[src/rtl/lock_scoreboard_if.sv]
// Decode/writeback signal bundle for the register lock scoreboard.
// Latency: combinational grouping only, no storage.
// Backpressure: issue_ready is the only stall signal; release and flush are never stalled.
interface lock_scoreboard_if;
    // Decode-side source lookups
    logic [4:0] rs;
    logic [4:0] rt;
    logic       rs_allow;
    logic       rt_allow;

    // Special-register read requests ([2]=CP0, [1]=HI, [0]=LO)
    logic [2:0] lockreq;
    logic [2:0] lockres;

    // Issue side: destination lock
    logic       issue;
    logic [4:0] lock_rd;
    logic [1:0] lock_aim;
    logic       issue_ready;

    // Writeback side: destination release
    logic       wb_valid;
    logic [4:0] wb_rd;
    logic [1:0] wb_aim;

    // Pipeline kill and status
    logic       flush;
    logic       busy;
    logic       rel_err;

    // Pipeline (decode/writeback) view
    modport master (
        output rs, rt, lockreq, issue, lock_rd, lock_aim,
               wb_valid, wb_rd, wb_aim, flush,
        input  rs_allow, rt_allow, lockres, issue_ready, busy, rel_err
    );

    // Scoreboard view
    modport slave (
        input  rs, rt, lockreq, issue, lock_rd, lock_aim,
               wb_valid, wb_rd, wb_aim, flush,
        output rs_allow, rt_allow, lockres, issue_ready, busy, rel_err
    );
endinterface

[src/rtl/lock_scoreboard.sv]
// Pending-write scoreboard: per-register counters of in-flight writes for GPR1..31, HI, LO, CP0.
// Latency: lock/release/flush update counters at the next clk edge; all lookups are combinational from registered counters.
// Backpressure: issue_ready drops when the destination counter is saturated; releases are always accepted.
module lock_scoreboard #(
    parameter int CNT_W = 2
) (
    input  logic              clk,
    input  logic              reset,
    lock_scoreboard_if.slave  sb
);

    // Counter slot map: slot 0 is GPR0 (never written, always reads zero),
    // slots 1..31 are GPRs, then the three special registers.
    localparam int          NUM_CNT = 35;
    localparam logic [5:0]  IDX_HI  = 6'd32;
    localparam logic [5:0]  IDX_LO  = 6'd33;
    localparam logic [5:0]  IDX_CP0 = 6'd34;

    localparam logic [CNT_W-1:0] CNT_MAX = {CNT_W{1'b1}};
    localparam logic [CNT_W-1:0] CNT_ONE = {{(CNT_W-1){1'b0}}, 1'b1};

    // Destination class encoding shared by lock_aim and wb_aim
    localparam logic [1:0] AIM_GPR = 2'b00;
    localparam logic [1:0] AIM_HI  = 2'b10;
    localparam logic [1:0] AIM_LO  = 2'b01;

    logic [CNT_W-1:0] cnt_q [NUM_CNT];
    logic [CNT_W-1:0] cnt_d [NUM_CNT];
    logic             rel_err_q;
    logic             rel_err_d;

    // Map a (class, rd) pair to its counter slot; rd only matters for GPRs,
    // and every CP0 access shares one slot regardless of sel.
    function automatic logic [5:0] tgt_idx(input logic [1:0] aim, input logic [4:0] rd);
        logic [5:0] idx;
        case (aim)
            AIM_GPR: idx = {1'b0, rd};
            AIM_HI:  idx = IDX_HI;
            AIM_LO:  idx = IDX_LO;
            default: idx = IDX_CP0;
        endcase
        return idx;
    endfunction

    logic [5:0]       lock_idx;
    logic [5:0]       wb_idx;
    logic             lock_tgt_vld;
    logic             wb_tgt_vld;
    logic [CNT_W-1:0] lock_cnt;
    logic [CNT_W-1:0] wb_cnt;
    logic             lock_hit;
    logic             lock_acc;
    logic             rel_acc;
    logic             collide;
    logic             busy_c;

    assign lock_idx     = tgt_idx(sb.lock_aim, sb.lock_rd);
    assign wb_idx       = tgt_idx(sb.wb_aim, sb.wb_rd);
    // GPR0 is a valid encoding but has nothing to track
    assign lock_tgt_vld = (lock_idx != 6'd0);
    assign wb_tgt_vld   = (wb_idx != 6'd0);
    assign lock_cnt     = cnt_q[lock_idx];
    assign wb_cnt       = cnt_q[wb_idx];

    // Slot 0 always reads zero, so GPR0 destinations never stall
    assign sb.issue_ready = (lock_cnt != CNT_MAX);

    // lock_hit ignores issue_ready so that an issue colliding with a release on a
    // saturated counter still cancels it: the count is held rather than decremented.
    assign lock_hit = sb.issue & ~sb.flush & lock_tgt_vld;
    assign lock_acc = lock_hit & sb.issue_ready;
    assign rel_acc  = sb.wb_valid & ~sb.flush & wb_tgt_vld & (wb_cnt != '0);
    assign collide  = lock_hit & rel_acc & (lock_idx == wb_idx);

    // A retire to an idle counter is a protocol error; GPR0 retires are silently ignored
    assign rel_err_d = sb.wb_valid & ~sb.flush & wb_tgt_vld & (wb_cnt == '0);

    // Counter next state: flush clears everything, otherwise apply lock and release,
    // which cancel each other when they land on the same counter.
    always_comb begin
        for (int i = 0; i < NUM_CNT; i++) begin
            cnt_d[i] = cnt_q[i];
        end
        if (sb.flush) begin
            for (int i = 0; i < NUM_CNT; i++) begin
                cnt_d[i] = '0;
            end
        end else if (!collide) begin
            if (lock_acc) begin
                cnt_d[lock_idx] = cnt_q[lock_idx] + CNT_ONE;
            end
            if (rel_acc) begin
                cnt_d[wb_idx] = cnt_q[wb_idx] - CNT_ONE;
            end
        end
        cnt_d[0] = '0;
    end

    // Counter and error-pulse registers; reset wins over flush, lock and release
    always_ff @(posedge clk) begin
        if (reset) begin
            for (int i = 0; i < NUM_CNT; i++) begin
                cnt_q[i] <= '0;
            end
            rel_err_q <= 1'b0;
        end else begin
            for (int i = 0; i < NUM_CNT; i++) begin
                cnt_q[i] <= cnt_d[i];
            end
            rel_err_q <= rel_err_d;
        end
    end

    // Any outstanding write anywhere keeps the scoreboard busy
    always_comb begin
        busy_c = 1'b0;
        for (int i = 1; i < NUM_CNT; i++) begin
            if (cnt_q[i] != '0) begin
                busy_c = 1'b1;
            end
        end
    end

    // Source lookups see registered counters only: a same-cycle writeback does not bypass
    assign sb.rs_allow = (cnt_q[{1'b0, sb.rs}] == '0);
    assign sb.rt_allow = (cnt_q[{1'b0, sb.rt}] == '0);

    // Unrequested special-register bits always grant
    assign sb.lockres[2] = ~sb.lockreq[2] | (cnt_q[IDX_CP0] == '0);
    assign sb.lockres[1] = ~sb.lockreq[1] | (cnt_q[IDX_HI]  == '0);
    assign sb.lockres[0] = ~sb.lockreq[0] | (cnt_q[IDX_LO]  == '0);

    assign sb.busy    = busy_c;
    assign sb.rel_err = rel_err_q;

endmodule

[src/flat_wrapper.sv]
// flat-port wrapper written by rule: the top's interface ports become plain ports
module lock_scoreboard_flat 
#(
    parameter int CNT_W = 2
)
  (clk, reset, sb_rs, sb_rt, sb_lockreq, sb_issue, sb_lock_rd, sb_lock_aim, sb_wb_valid, sb_wb_rd, sb_wb_aim, sb_flush, sb_rs_allow, sb_rt_allow, sb_lockres, sb_issue_ready, sb_busy, sb_rel_err);
  lock_scoreboard_if sb_i ();
  input  logic clk;
  input  logic reset;
  input wire logic [$bits(sb_i.rs)-1:0] sb_rs;
  input wire logic [$bits(sb_i.rt)-1:0] sb_rt;
  input wire logic [$bits(sb_i.lockreq)-1:0] sb_lockreq;
  input wire logic [$bits(sb_i.issue)-1:0] sb_issue;
  input wire logic [$bits(sb_i.lock_rd)-1:0] sb_lock_rd;
  input wire logic [$bits(sb_i.lock_aim)-1:0] sb_lock_aim;
  input wire logic [$bits(sb_i.wb_valid)-1:0] sb_wb_valid;
  input wire logic [$bits(sb_i.wb_rd)-1:0] sb_wb_rd;
  input wire logic [$bits(sb_i.wb_aim)-1:0] sb_wb_aim;
  input wire logic [$bits(sb_i.flush)-1:0] sb_flush;
  output wire logic [$bits(sb_i.rs_allow)-1:0] sb_rs_allow;
  output wire logic [$bits(sb_i.rt_allow)-1:0] sb_rt_allow;
  output wire logic [$bits(sb_i.lockres)-1:0] sb_lockres;
  output wire logic [$bits(sb_i.issue_ready)-1:0] sb_issue_ready;
  output wire logic [$bits(sb_i.busy)-1:0] sb_busy;
  output wire logic [$bits(sb_i.rel_err)-1:0] sb_rel_err;
  assign sb_i.rs = sb_rs;
  assign sb_i.rt = sb_rt;
  assign sb_i.lockreq = sb_lockreq;
  assign sb_i.issue = sb_issue;
  assign sb_i.lock_rd = sb_lock_rd;
  assign sb_i.lock_aim = sb_lock_aim;
  assign sb_i.wb_valid = sb_wb_valid;
  assign sb_i.wb_rd = sb_wb_rd;
  assign sb_i.wb_aim = sb_wb_aim;
  assign sb_i.flush = sb_flush;
  assign sb_rs_allow = sb_i.rs_allow;
  assign sb_rt_allow = sb_i.rt_allow;
  assign sb_lockres = sb_i.lockres;
  assign sb_issue_ready = sb_i.issue_ready;
  assign sb_busy = sb_i.busy;
  assign sb_rel_err = sb_i.rel_err;
  lock_scoreboard #(.CNT_W(CNT_W)) u_core (.clk(clk), .reset(reset), .sb(sb_i));
endmodule
[config.mk]
export PLATFORM = sky130hd
export DESIGN_NAME = lock_scoreboard_flat
export DESIGN_NICKNAME = d
export VERILOG_FILES = /design/src/rtl/lock_scoreboard_if.sv /design/src/rtl/lock_scoreboard.sv /design/src/flat_wrapper.sv
export SDC_FILE = /design/constraint.sdc
export NUM_CORES = 1
export LEC_CHECK = 0
export BUFFER_PORTS_ARGS = -buffer_cell sky130_fd_sc_hd__buf_2
export CAP_MARGIN = 0
export CORE_MARGIN = 3
export CORE_UTILIZATION = 57
export CTS_CLUSTER_SIZE = 16
export DETAILED_ROUTE_END_ITERATION = 8
export PLACE_DENSITY = 0.78
export SYNTH_ARGS = -nofsm -noshare
export SYNTH_HDL_FRONTEND = slang
export SYNTH_SLANG_ARGS = --single-unit
[constraint.sdc]
create_clock -name clk -period 4.3 [get_ports clk]
set_input_delay 0.43 -clock clk [delete_from_list [all_inputs] [get_ports clk]]
set_output_delay 0.43 -clock clk [all_outputs]
set_load 0.02 [all_outputs]
* Word-level counts from Yosys, hierarchy flattened
Memories as Yosys holds them, arrays and structs flattened.
Cells that the tools add are included.
** Operators by class
- Add/sub/neg operators :: 2
- Order comparisons :: 4
- Equal/unequal tests :: 6
- Muxes and demuxes :: 86
- Bitwise logic cells :: 53
- Reduce and logical (&&, ||, !) cells :: 47
** Operator list (count)
- 70-bit 2-to-1 mux :: 3
- 68-bit 2-to-1 mux :: 3
- 70-bit bitwise mux :: 2
- 2-bit 2-to-1 mux :: 37
- 2-bit nonzero test :: 35
- 1-bit bitwise OR :: 38
- 1-bit 2-to-1 mux :: 37
- 6-bit case mux with 3 select lines :: 2
- 2-bit demux with 6-bit select :: 2
- 2-bit zero test :: 8
- 7-bit >= comparator, second input constant :: 2
- 7-bit by 1-bit less-than comparator with 1-bit output, second input constant :: 2
- 6-bit NOT with 7-bit output :: 2
- 6-bit nonzero test :: 2
- 1-bit AND :: 9
- 6-bit equality test :: 1
- 2-bit by 1-bit equality test with 1-bit output, second input constant :: 2
- 2-bit equality test, second input constant :: 2
- 1-bit NOT :: 4
- 2-bit by 1-bit adder with 2-bit output, second input constant :: 1
- 1-bit logical AND :: 2
- 2-bit != test, second input constant :: 1
- 2-bit by 1-bit subtractor with 2-bit output, second input constant :: 1
** Word-level totals
- Flip-flop bits (word level) :: 1
- RAM bits :: 70
- Input port bits :: 32
- Output and inout port bits :: 8
- Word-level logic and storage cells :: 200
- Memories kept :: 1
** Memories
- u_core.cnt_q :: depth 35, bits a word 2, rd ports 39, clocked after memory_dff 0, write ports 35, line lock_scoreboard.sv:27 : logic [CNT_W-1:0] cnt_q [NUM_CNT];

* Logic depth before layout (Yosys ltp)
Gate-level depths: netlist of run 1.
An unclocked memory read counts as a cell.
- Word-level depth :: 36
- Mapped depth :: 21
- Gate-level depth less buffers :: 17

* Worst setup path before layout of run 1
Ideal clock, no wire load.
- Path kind :: input-to-reg
- Start point :: input sb_wb_aim[0]
- End point :: memory u_core.cnt_q[11][0]
- Setup time :: 0.086 ns
- Arrival time :: 4.185 ns
- Required time :: 4.214 ns
- Setup slack :: 0.030 ns
- Cell stages on the path :: 18
- Buffers on the path :: 2
- Cell sequence :: inv_1 ha_1 buf_2 or2_2 a211oi_2 a221o_1 a21oi_1 a221o_1 o221ai_1 o21ai_0 ha_1 or3b_2 clkbuf_1 nor4_1 inv_1 a21oi_1 o21ai_0 a211oi_1
** RTL lines
- start: declaration :: line flat_wrapper.sv:18 : input wire logic [$bits(sb_i.wb_aim)-1:0] sb_wb_aim;
- end: declaration :: line lock_scoreboard.sv:27

==> metrics.txt, run 1 <==
# TYPE chip_impl_metric gauge
chip_impl_metric{name="final.setup_skew",unit="ps"} 7.353
chip_impl_metric{name="grt_first_pass_wirelength",unit="um"} 48180
chip_impl_metric{name="overflow",unit=""} 0
chip_impl_metric{name="detail_route.drc_violations",unit=""} 0
chip_impl_metric{name="ys_seq_area_frac",unit=""} 0.2122
chip_impl_metric{name="finish.net_count",unit=""} 1080
chip_impl_metric{name="fp.dieArea",unit="um^2"} 12740
chip_impl_metric{name="finalSetupViolCount",unit=""} 0
chip_impl_metric{name="critical_path_required",unit="ps"} 4540
chip_impl_metric{name="antenna_cells",unit=""} 0
chip_impl_metric{name="yosys_warnings",unit=""} 0
chip_impl_metric{name="critical_path_arrival",unit="ps"} 4460
chip_impl_metric{name="detailroute.via_count",unit=""} 8960
chip_impl_info{name="synth_ff_type",value="sky130_fd_sc_hd__dfxtp_1"} 1
chip_impl_info{name="crit_type",value="input pin to flip-flop"} 1
chip_impl_metric{name="die-height",unit="um"} 112.9
chip_impl_metric{name="synthesis.nets",unit=""} 925
chip_impl_info{name="cts_tree",value="yes"} 1
chip_impl_metric{name="cts.reportedPaths.clkPinSlew",unit="ps"} 60
chip_impl_metric{name="avgSynthCellArea",unit="um^2"} 7.321
chip_impl_info{name="setup.worst_path.start_class",value="input pin"} 1
chip_impl_metric{name="r2r.worst_path.cells",unit=""} 12
chip_impl_metric{name="core_area",unit="um^2"} 10980
chip_impl_info{name="critPathCaptureType",value="flip-flop"} 1
chip_impl_metric{name="gpl.final_weighted_congestion",unit=""} 1.165
chip_impl_metric{name="start_util",unit=""} 0.5926
chip_impl_info{name="outcome",value="finished clean"} 1
chip_impl_metric{name="worst_slew_pin_tran",unit="ps"} 1262
chip_impl_metric{name="synth_edf_count",unit=""} 0
chip_impl_metric{name="area_growth_syn_to_layout",unit="%"} 26.78
chip_impl_metric{name="drt_wl_total",unit="um"} 32440
chip_impl_metric{name="fin_hold_ws",unit="ps"} 591.9
chip_impl_metric{name="post_route_cells_drive_above_1_share",unit=""} 0.2882
chip_impl_metric{name="postCtsHoldBufs",unit=""} 0
chip_impl_metric{name="holdPathStages",unit=""} 2
chip_impl_metric{name="grt_pass1_vias",unit=""} 8511
chip_impl_metric{name="yosysTopAreaCellShare",unit=""} 0.2122
chip_impl_metric{name="timing.max_slew.rel_slack",unit=""} 0.1547
chip_impl_metric{name="cts.sink_count",unit=""} 69
chip_impl_metric{name="avgRoutedWirePerCell",unit="um"} 27.31
chip_impl_metric{name="min_period_over_period",unit=""} 0.9809
chip_impl_info{name="ys_top_cells_by_area",value="sky130_fd_sc_hd__dfxtp_1 (21%), sky130_fd_sc_hd__nor2_1 (7.3%), sky130_fd_sc_hd__mux4_2 (5.9%), sky130_fd_sc_hd__o21ai_0 (5.5%), sky130_fd_sc_hd__a21oi_1 (4.8%)"} 1
chip_impl_metric{name="finalCriticalPeriod",unit="ps"} 4218
chip_impl_metric{name="ant_nets",unit=""} 0
chip_impl_metric{name="track_usage",unit=""} 0.4880
chip_impl_metric{name="max-clock-path-buffers",unit=""} 2
chip_impl_metric{name="antenna_found_initial",unit=""} 0
chip_impl_metric{name="final.fill_count",unit=""} 866
chip_impl_metric{name="fmax",unit="MHz"} 237.1
chip_impl_info{name="min-delay-path-class",value="flip-flop to flip-flop"} 1
chip_impl_metric{name="cts.htree.levels",unit=""} 3
chip_impl_metric{name="synthesis.instances",unit=""} 889
chip_impl_metric{name="power.density_cell_area",unit="nW/um^2"} 229.4
chip_impl_metric{name="detailed_place_hpwl",unit="um"} 23180
chip_impl_metric{name="floorplan.die.width",unit="um"} 112.9
chip_impl_metric{name="firstDrtPassIters",unit=""} 7
chip_impl_info{name="synth_area_leader_cell",value="sky130_fd_sc_hd__dfxtp_1"} 1
chip_impl_metric{name="grt_max_degree",unit=""} 46
chip_impl_info{name="layout.cells.most_common_list",value="sky130_fd_sc_hd__buf_4 (171), sky130_fd_sc_hd__nor2_1 (123), sky130_fd_sc_hd__nand2_1 (74), sky130_fd_sc_hd__o21ai_0 (71), sky130_fd_sc_hd__dfxtp_1 (69)"} 1
chip_impl_metric{name="total_of_flip_flops_plus_latches_after_synthesis",unit=""} 69
chip_impl_metric{name="netlist_area",unit="um^2"} 6509
chip_impl_metric{name="setup_tns",unit="ps"} 0
chip_impl_metric{name="drt-initial-drc-count",unit=""} 1765
chip_impl_metric{name="vias_per_cell",unit=""} 7.542
chip_impl_metric{name="clk-insertion-delay-late",unit="ps"} 350
chip_impl_metric{name="worst-path-max-fanout",unit=""} 10
chip_impl_metric{name="p_total",unit="mW"} 1.893
chip_impl_metric{name="placementRows",unit=""} 38
chip_impl_metric{name="top_level_ports",unit=""} 40
chip_impl_metric{name="drv.max_cap_violation_count",unit=""} 0
chip_impl_metric{name="asyncSetResetFlopFracSynth",unit=""} 0
chip_impl_metric{name="ir_worst_vdd",unit="mV"} 0.4208
chip_impl_metric{name="ys_types",unit=""} 82
chip_impl_metric{name="power.leakage",unit="nW"} 3.151
chip_impl_info{name="cts_root_buffer",value="sky130_fd_sc_hd__clkbuf_16"} 1
chip_impl_metric{name="finalHoldViolCount",unit=""} 0
chip_impl_info{name="layout.cells.most_common",value="sky130_fd_sc_hd__buf_4"} 1
chip_impl_metric{name="tritoncts.num_buffers",unit=""} 9
chip_impl_metric{name="final-max-slew-violation-count",unit=""} 0
chip_impl_metric{name="numPortBuffers",unit=""} 39
cells by family (layout without fill, tap and decap cells):
group / count (synthesis) / count (layout) / synth area share
AOI/OAI and AO/OA: 296 / 296 / 0.3106
xor gates and xnor gates: 5 / 5 / 0.006728
adders and majority gates: 4 / 4 / 0.007690
buffers and inverters: 89 / 247 / 0.06940
DFF: 69 / 69 / 0.2122
muxes: 37 / 37 / 0.09054
and+or+nand+nor: 389 / 390 / 0.3028
final cells by class:
class                      instances  area, um^2  share of cell area
clock buffer                      13       250.2             0.03033
clock inverter                     2       10.01            0.001213
inverter                          16       60.06            0.007278
multi-input combinational        732        4771              0.5782
sequential                        69        1381              0.1674
tap                              140       175.2             0.02123
timing repair buffer             216        1604              0.1944
synth_stat cells (5+ instances only):
cell / n
sky130_fd_sc_hd__nor2_1: 126
sky130_fd_sc_hd__nand2_1: 74
sky130_fd_sc_hd__o21ai_0: 71
sky130_fd_sc_hd__dfxtp_1: 69
sky130_fd_sc_hd__a21oi_1: 63
sky130_fd_sc_hd__nor4_1: 47
sky130_fd_sc_hd__o22ai_1: 37
sky130_fd_sc_hd__a211oi_1: 32
sky130_fd_sc_hd__clkbuf_1: 32
sky130_fd_sc_hd__nor3_1: 30
sky130_fd_sc_hd__nand3_1: 22
sky130_fd_sc_hd__buf_2: 21
sky130_fd_sc_hd__mux4_2: 17
sky130_fd_sc_hd__inv_1: 16
sky130_fd_sc_hd__mux2i_1: 15
sky130_fd_sc_hd__a221oi_1: 11
sky130_fd_sc_hd__o221ai_1: 10
sky130_fd_sc_hd__buf_6: 9
sky130_fd_sc_hd__nand4_1: 9
sky130_fd_sc_hd__o31ai_1: 9
sky130_fd_sc_hd__nand2b_1: 8
sky130_fd_sc_hd__a22oi_1: 7
sky130_fd_sc_hd__and3_1: 7
sky130_fd_sc_hd__nor2b_1: 7
sky130_fd_sc_hd__nor3b_1: 7
sky130_fd_sc_hd__buf_4: 6
sky130_fd_sc_hd__nand3b_1: 6
sky130_fd_sc_hd__or2_2: 6
sky130_fd_sc_hd__mux2_2: 5
sky130_fd_sc_hd__o31a_1: 5
sky130_fd_sc_hd__or3_1: 5
power by group:
| group | switching (mW) | internal [mW] |
|---|---|---|
| sequential | 0.00338 | 0.642 |
| combinational | 0.373 | 0.193 |
| clock | 0.281 | 0.401 |
| total | 0.657 | 1.24 |
worst paths after layout:
check                                         start             endpoint  slack (ps)
worst min register to register  u_core.cnt_q[34][0]  u_core.cnt_q[34][0]         590
worst min-delay path            u_core.cnt_q[34][0]  u_core.cnt_q[34][0]         590
worst max-delay path                   sb_wb_aim[0]  u_core.cnt_q[20][0]          80
worst max register to register   u_core.cnt_q[2][1]  u_core.cnt_q[21][0]         670
per-layer routing:
| metal | global-route usage | up-vias | routed length, um |
|---|---|---|---|
| met5 | 0 | - | 0 |
| met2 | 0.7196 | 927 | 13520 |
| met4 | 0.3157 | 0 | 2881 |
| met1 | 0.6023 | 4047 | 10740 |
| li1 | - | 3723 | - |
| met3 | 0.1727 | 263 | 5299 |
flip-flops by register name, indices dropped and copies added, names as in the netlist:
name,cells
u_core.sb.rel_err,1
u_core.cnt_q,68
worst max-delay path, cell delays in order:
cell and delay [ps]:
sky130_fd_sc_hd__buf_2 90, sky130_fd_sc_hd__inv_1 40, sky130_fd_sc_hd__ha_1 320, sky130_fd_sc_hd__buf_4 220, sky130_fd_sc_hd__or2_2 320, sky130_fd_sc_hd__a211oi_2 270, sky130_fd_sc_hd__a221o_1 190, sky130_fd_sc_hd__a21oi_1 50
sky130_fd_sc_hd__a221o_1 290, sky130_fd_sc_hd__o221ai_1 230, sky130_fd_sc_hd__o21ai_0 170, sky130_fd_sc_hd__ha_1 260, sky130_fd_sc_hd__nor2_2 150, sky130_fd_sc_hd__o211ai_2 130, sky130_fd_sc_hd__or3_4 400, sky130_fd_sc_hd__buf_4 230
sky130_fd_sc_hd__nand2_1 130, sky130_fd_sc_hd__nor2_1 180, sky130_fd_sc_hd__a221oi_1 350
per-stage QoR:
stage	worst slack (ps)	util	area, um^2	std cells
6_report	82.03	0.7513	8252	1188
5_1_grt	-73.24	0.7513	8252	1188
3_3_place_gp	-174.3	0.7168	7873	1170
2_1_floorplan	29.58	-	6509	889
4_1_cts	13.22	0.7405	8133	1185
3_5_place_dp	-284.2	0.7168	7873	1170
timing repair:
item                       CTS  global route
setup endpoints to repair    0            58
buffers inserted             0             1
resized for setup            0            17
No activity file was read; power rests on OpenSTA's default activity.
==> inputs of run 2 (changes only) <==
Settings changed: BUFFER_PORTS_ARGS -buffer_cell sky130_fd_sc_hd__buf_2 to not set, CORE_UTILIZATION 57 to 59, DONT_BUFFER_PORTS set to 1.
==> metrics.txt, run 2 (synthesized netlist as in run 1, its figures left out) <==
# TYPE chip_impl_metric gauge
chip_impl_info{name="outcome",value="finished clean"} 1
chip_impl_info{name="cts_root_buffer",value="sky130_fd_sc_hd__clkbuf_8"} 1
chip_impl_metric{name="antenna_found_initial",unit=""} 0
chip_impl_metric{name="finish.net_count",unit=""} 990
chip_impl_metric{name="top_level_ports",unit=""} 40
chip_impl_metric{name="detail_route.drc_violations",unit=""} 0
chip_impl_metric{name="critical_path_required",unit="ps"} 4590
chip_impl_metric{name="tritoncts.num_buffers",unit=""} 9
chip_impl_info{name="setup.worst_path.start_class",value="input pin"} 1
chip_impl_metric{name="core_area",unit="um^2"} 10510
chip_impl_metric{name="finalSetupViolCount",unit=""} 0
chip_impl_info{name="critPathCaptureType",value="flip-flop"} 1
chip_impl_metric{name="drt_wl_total",unit="um"} 31040
chip_impl_metric{name="post_layout_nonfiller_instances",unit=""} 1095
chip_impl_metric{name="timing.max_slew.rel_slack",unit=""} 0.2956
chip_impl_metric{name="fin_hold_ws",unit="ps"} 407.6
chip_impl_info{name="registers.top_by_ff_count",value="u_core.cnt_q"} 1
chip_impl_info{name="min-delay-path-class",value="input pin to flip-flop"} 1
chip_impl_metric{name="fmax",unit="MHz"} 241.0
chip_impl_metric{name="min_period_over_period",unit=""} 0.9649
chip_impl_metric{name="numPortBuffers",unit=""} 0
chip_impl_metric{name="worst_slew_pin_tran",unit="ps"} 1049
chip_impl_metric{name="firstDrtPassIters",unit=""} 7
chip_impl_metric{name="cts.sink_count",unit=""} 69
chip_impl_metric{name="power_frac_comb",unit=""} 0.279
chip_impl_metric{name="sw_frac_of_total",unit=""} 0.3661
chip_impl_metric{name="power.sequential.fraction",unit=""} 0.379
chip_impl_metric{name="finalInstanceArea",unit="um^2"} 7508
chip_impl_metric{name="floorplan.die.width",unit="um"} 111.0
chip_impl_metric{name="finalCriticalPeriod",unit="ps"} 4149
chip_impl_metric{name="max-clock-path-buffers",unit=""} 2
chip_impl_metric{name="post_route_cells_drive_above_1_share",unit=""} 0.2138
chip_impl_metric{name="utilization_after_layout",unit=""} 0.7145
chip_impl_metric{name="area_growth_syn_to_layout",unit="%"} 15.36
chip_impl_metric{name="critical_path_arrival",unit="ps"} 4440
chip_impl_metric{name="largest_reg_flops",unit=""} 68
chip_impl_metric{name="placedInstanceArea",unit="um^2"} 7287
chip_impl_info{name="layout.cells.most_common_list",value="sky130_fd_sc_hd__nor2_1 (125), sky130_fd_sc_hd__buf_4 (124), sky130_fd_sc_hd__nand2_1 (74), sky130_fd_sc_hd__o21ai_0 (71), sky130_fd_sc_hd__dfxtp_1 (69)"} 1
chip_impl_metric{name="clk-insertion-delay-late",unit="ps"} 390
chip_impl_metric{name="clock_power_share",unit=""} 0.342
chip_impl_metric{name="overflow",unit=""} 0
chip_impl_metric{name="start_util",unit=""} 0.6194
chip_impl_metric{name="avgRoutedWirePerCell",unit="um"} 28.34
chip_impl_metric{name="final.setup.worst_slack",unit="ps"} 150.9
chip_impl_metric{name="fp.dieArea",unit="um^2"} 12330
chip_impl_metric{name="final.setup_skew",unit="ps"} 14.22
chip_impl_metric{name="cts.reportedPaths.clkPinSlew",unit="ps"} 80
chip_impl_metric{name="final.fill_count",unit=""} 900
chip_impl_metric{name="detailed_place_hpwl",unit="um"} 22680
chip_impl_metric{name="finalHoldViolCount",unit=""} 0
chip_impl_metric{name="grt_max_degree",unit=""} 41
chip_impl_info{name="layout.cells.most_common",value="sky130_fd_sc_hd__nor2_1"} 1
chip_impl_metric{name="power_switching",unit="mW"} 0.6230
chip_impl_metric{name="placementRows",unit=""} 37
chip_impl_metric{name="setup_tns",unit="ps"} 0
chip_impl_info{name="cts_tree",value="yes"} 1
chip_impl_metric{name="grt_first_pass_wirelength",unit="um"} 47000
chip_impl_metric{name="final-max-slew-violation-count",unit=""} 0
chip_impl_metric{name="vias_per_cell",unit=""} 7.877
chip_impl_metric{name="detailroute.via_count",unit=""} 8625
chip_impl_metric{name="ant_nets",unit=""} 0
chip_impl_metric{name="power.leakage",unit="nW"} 2.684
chip_impl_metric{name="gpl.final_weighted_congestion",unit=""} 1.223
chip_impl_metric{name="drv.max_cap_violation_count",unit=""} 0
chip_impl_metric{name="cts.htree.levels",unit=""} 3
chip_impl_metric{name="antenna_cells",unit=""} 0
chip_impl_metric{name="post-place-cells",unit=""} 1079
chip_impl_metric{name="drt-initial-drc-count",unit=""} 1653
chip_impl_metric{name="power_report.internal_total",unit="mW"} 1.079
chip_impl_metric{name="grt_pass1_vias",unit=""} 8076
chip_impl_metric{name="dp_worst_setup_slack",unit="ps"} -191.3
chip_impl_metric{name="ir_worst_vdd",unit="mV"} 0.1705
chip_impl_info{name="crit_type",value="input pin to flip-flop"} 1
chip_impl_metric{name="post-cts-setup-buffers",unit=""} 0
chip_impl_metric{name="track_usage",unit=""} 0.4901
chip_impl_metric{name="worst-path-max-fanout",unit=""} 18
chip_impl_metric{name="die-height",unit="um"} 111.0
chip_impl_metric{name="power.density_cell_area",unit="nW/um^2"} 226.7
chip_impl_metric{name="p_total",unit="mW"} 1.702
run 2: power groups by stage:
stage          registers, mW  clock network [mW]  logic, mW
2_1_floorplan          0.658                   0      0.303
3_3_place_gp           0.659                   0      0.442
3_5_place_dp           0.659                   0      0.445
4_1_cts                0.644               0.575      0.447
5_1_grt                0.645               0.608      0.485
6_report               0.644               0.582      0.476
run 2: area by class of cell:
class | instances | area (um^2) | area share
Clock inverter | 5 | 58.81 | 0.007832
Timing Repair Buffer | 127 | 991.0 | 0.1320
Sequential cell | 69 | 1381 | 0.1840
Inverter | 16 | 60.06 | 0.007999
Multi-Input combinational cell | 731 | 4706 | 0.6267
Clock buffer | 11 | 141.4 | 0.01883
Tap cell | 136 | 170.2 | 0.02266
run 2: worst max-delay path, stage by stage:
cell and delay, ps:
sky130_fd_sc_hd__inv_1 40, sky130_fd_sc_hd__ha_2 280, sky130_fd_sc_hd__buf_4 220, sky130_fd_sc_hd__nand3b_1 110
sky130_fd_sc_hd__a21oi_1 290, sky130_fd_sc_hd__a21oi_1 220, sky130_fd_sc_hd__o221a_2 220, sky130_fd_sc_hd__a221o_1 320
sky130_fd_sc_hd__o221ai_1 230, sky130_fd_sc_hd__o21ai_0 150, sky130_fd_sc_hd__ha_1 250, sky130_fd_sc_hd__or2_2 530
sky130_fd_sc_hd__nor4_1 340, sky130_fd_sc_hd__buf_4 190, sky130_fd_sc_hd__a21oi_1 50, sky130_fd_sc_hd__nor2_1 170
sky130_fd_sc_hd__o21ai_0 120, sky130_fd_sc_hd__a211oi_1 270
run 2: repair_timing:
| item | 4_1_cts | 5_1_grt |
|---|---|---|
| setup endpoints to repair | 0 | 19 |
| resized for setup | 0 | 4 |
| hold buffers | 0 | 0 |
run 2: path summary, 6_finish.rpt:
| kind | start | endpoint | slack, ps | cells past startpoint |
|---|---|---|---|---|
| min | sb_wb_valid | u_core.sb.rel_err | 410 | 2 |
| max reg2reg | u_core.cnt_q[13][0] | u_core.cnt_q[8][0] | 550 | 16 |
| max | sb_wb_aim[0] | u_core.cnt_q[8][0] | 150 | 18 |
| min reg2reg | u_core.cnt_q[7][1] | u_core.cnt_q[7][1] | 610 | 2 |
run 2: layer usage:
layer / vias to the layer above / track usage / wire length (um)
li1: 3542 / - / -
met1: 3893 / 0.6045 / 10610
met2: 907 / 0.7120 / 12430
met3: 281 / 0.1872 / 5292
met4: 2 / 0.3139 / 2669
met5: - / 0.01667 / 25
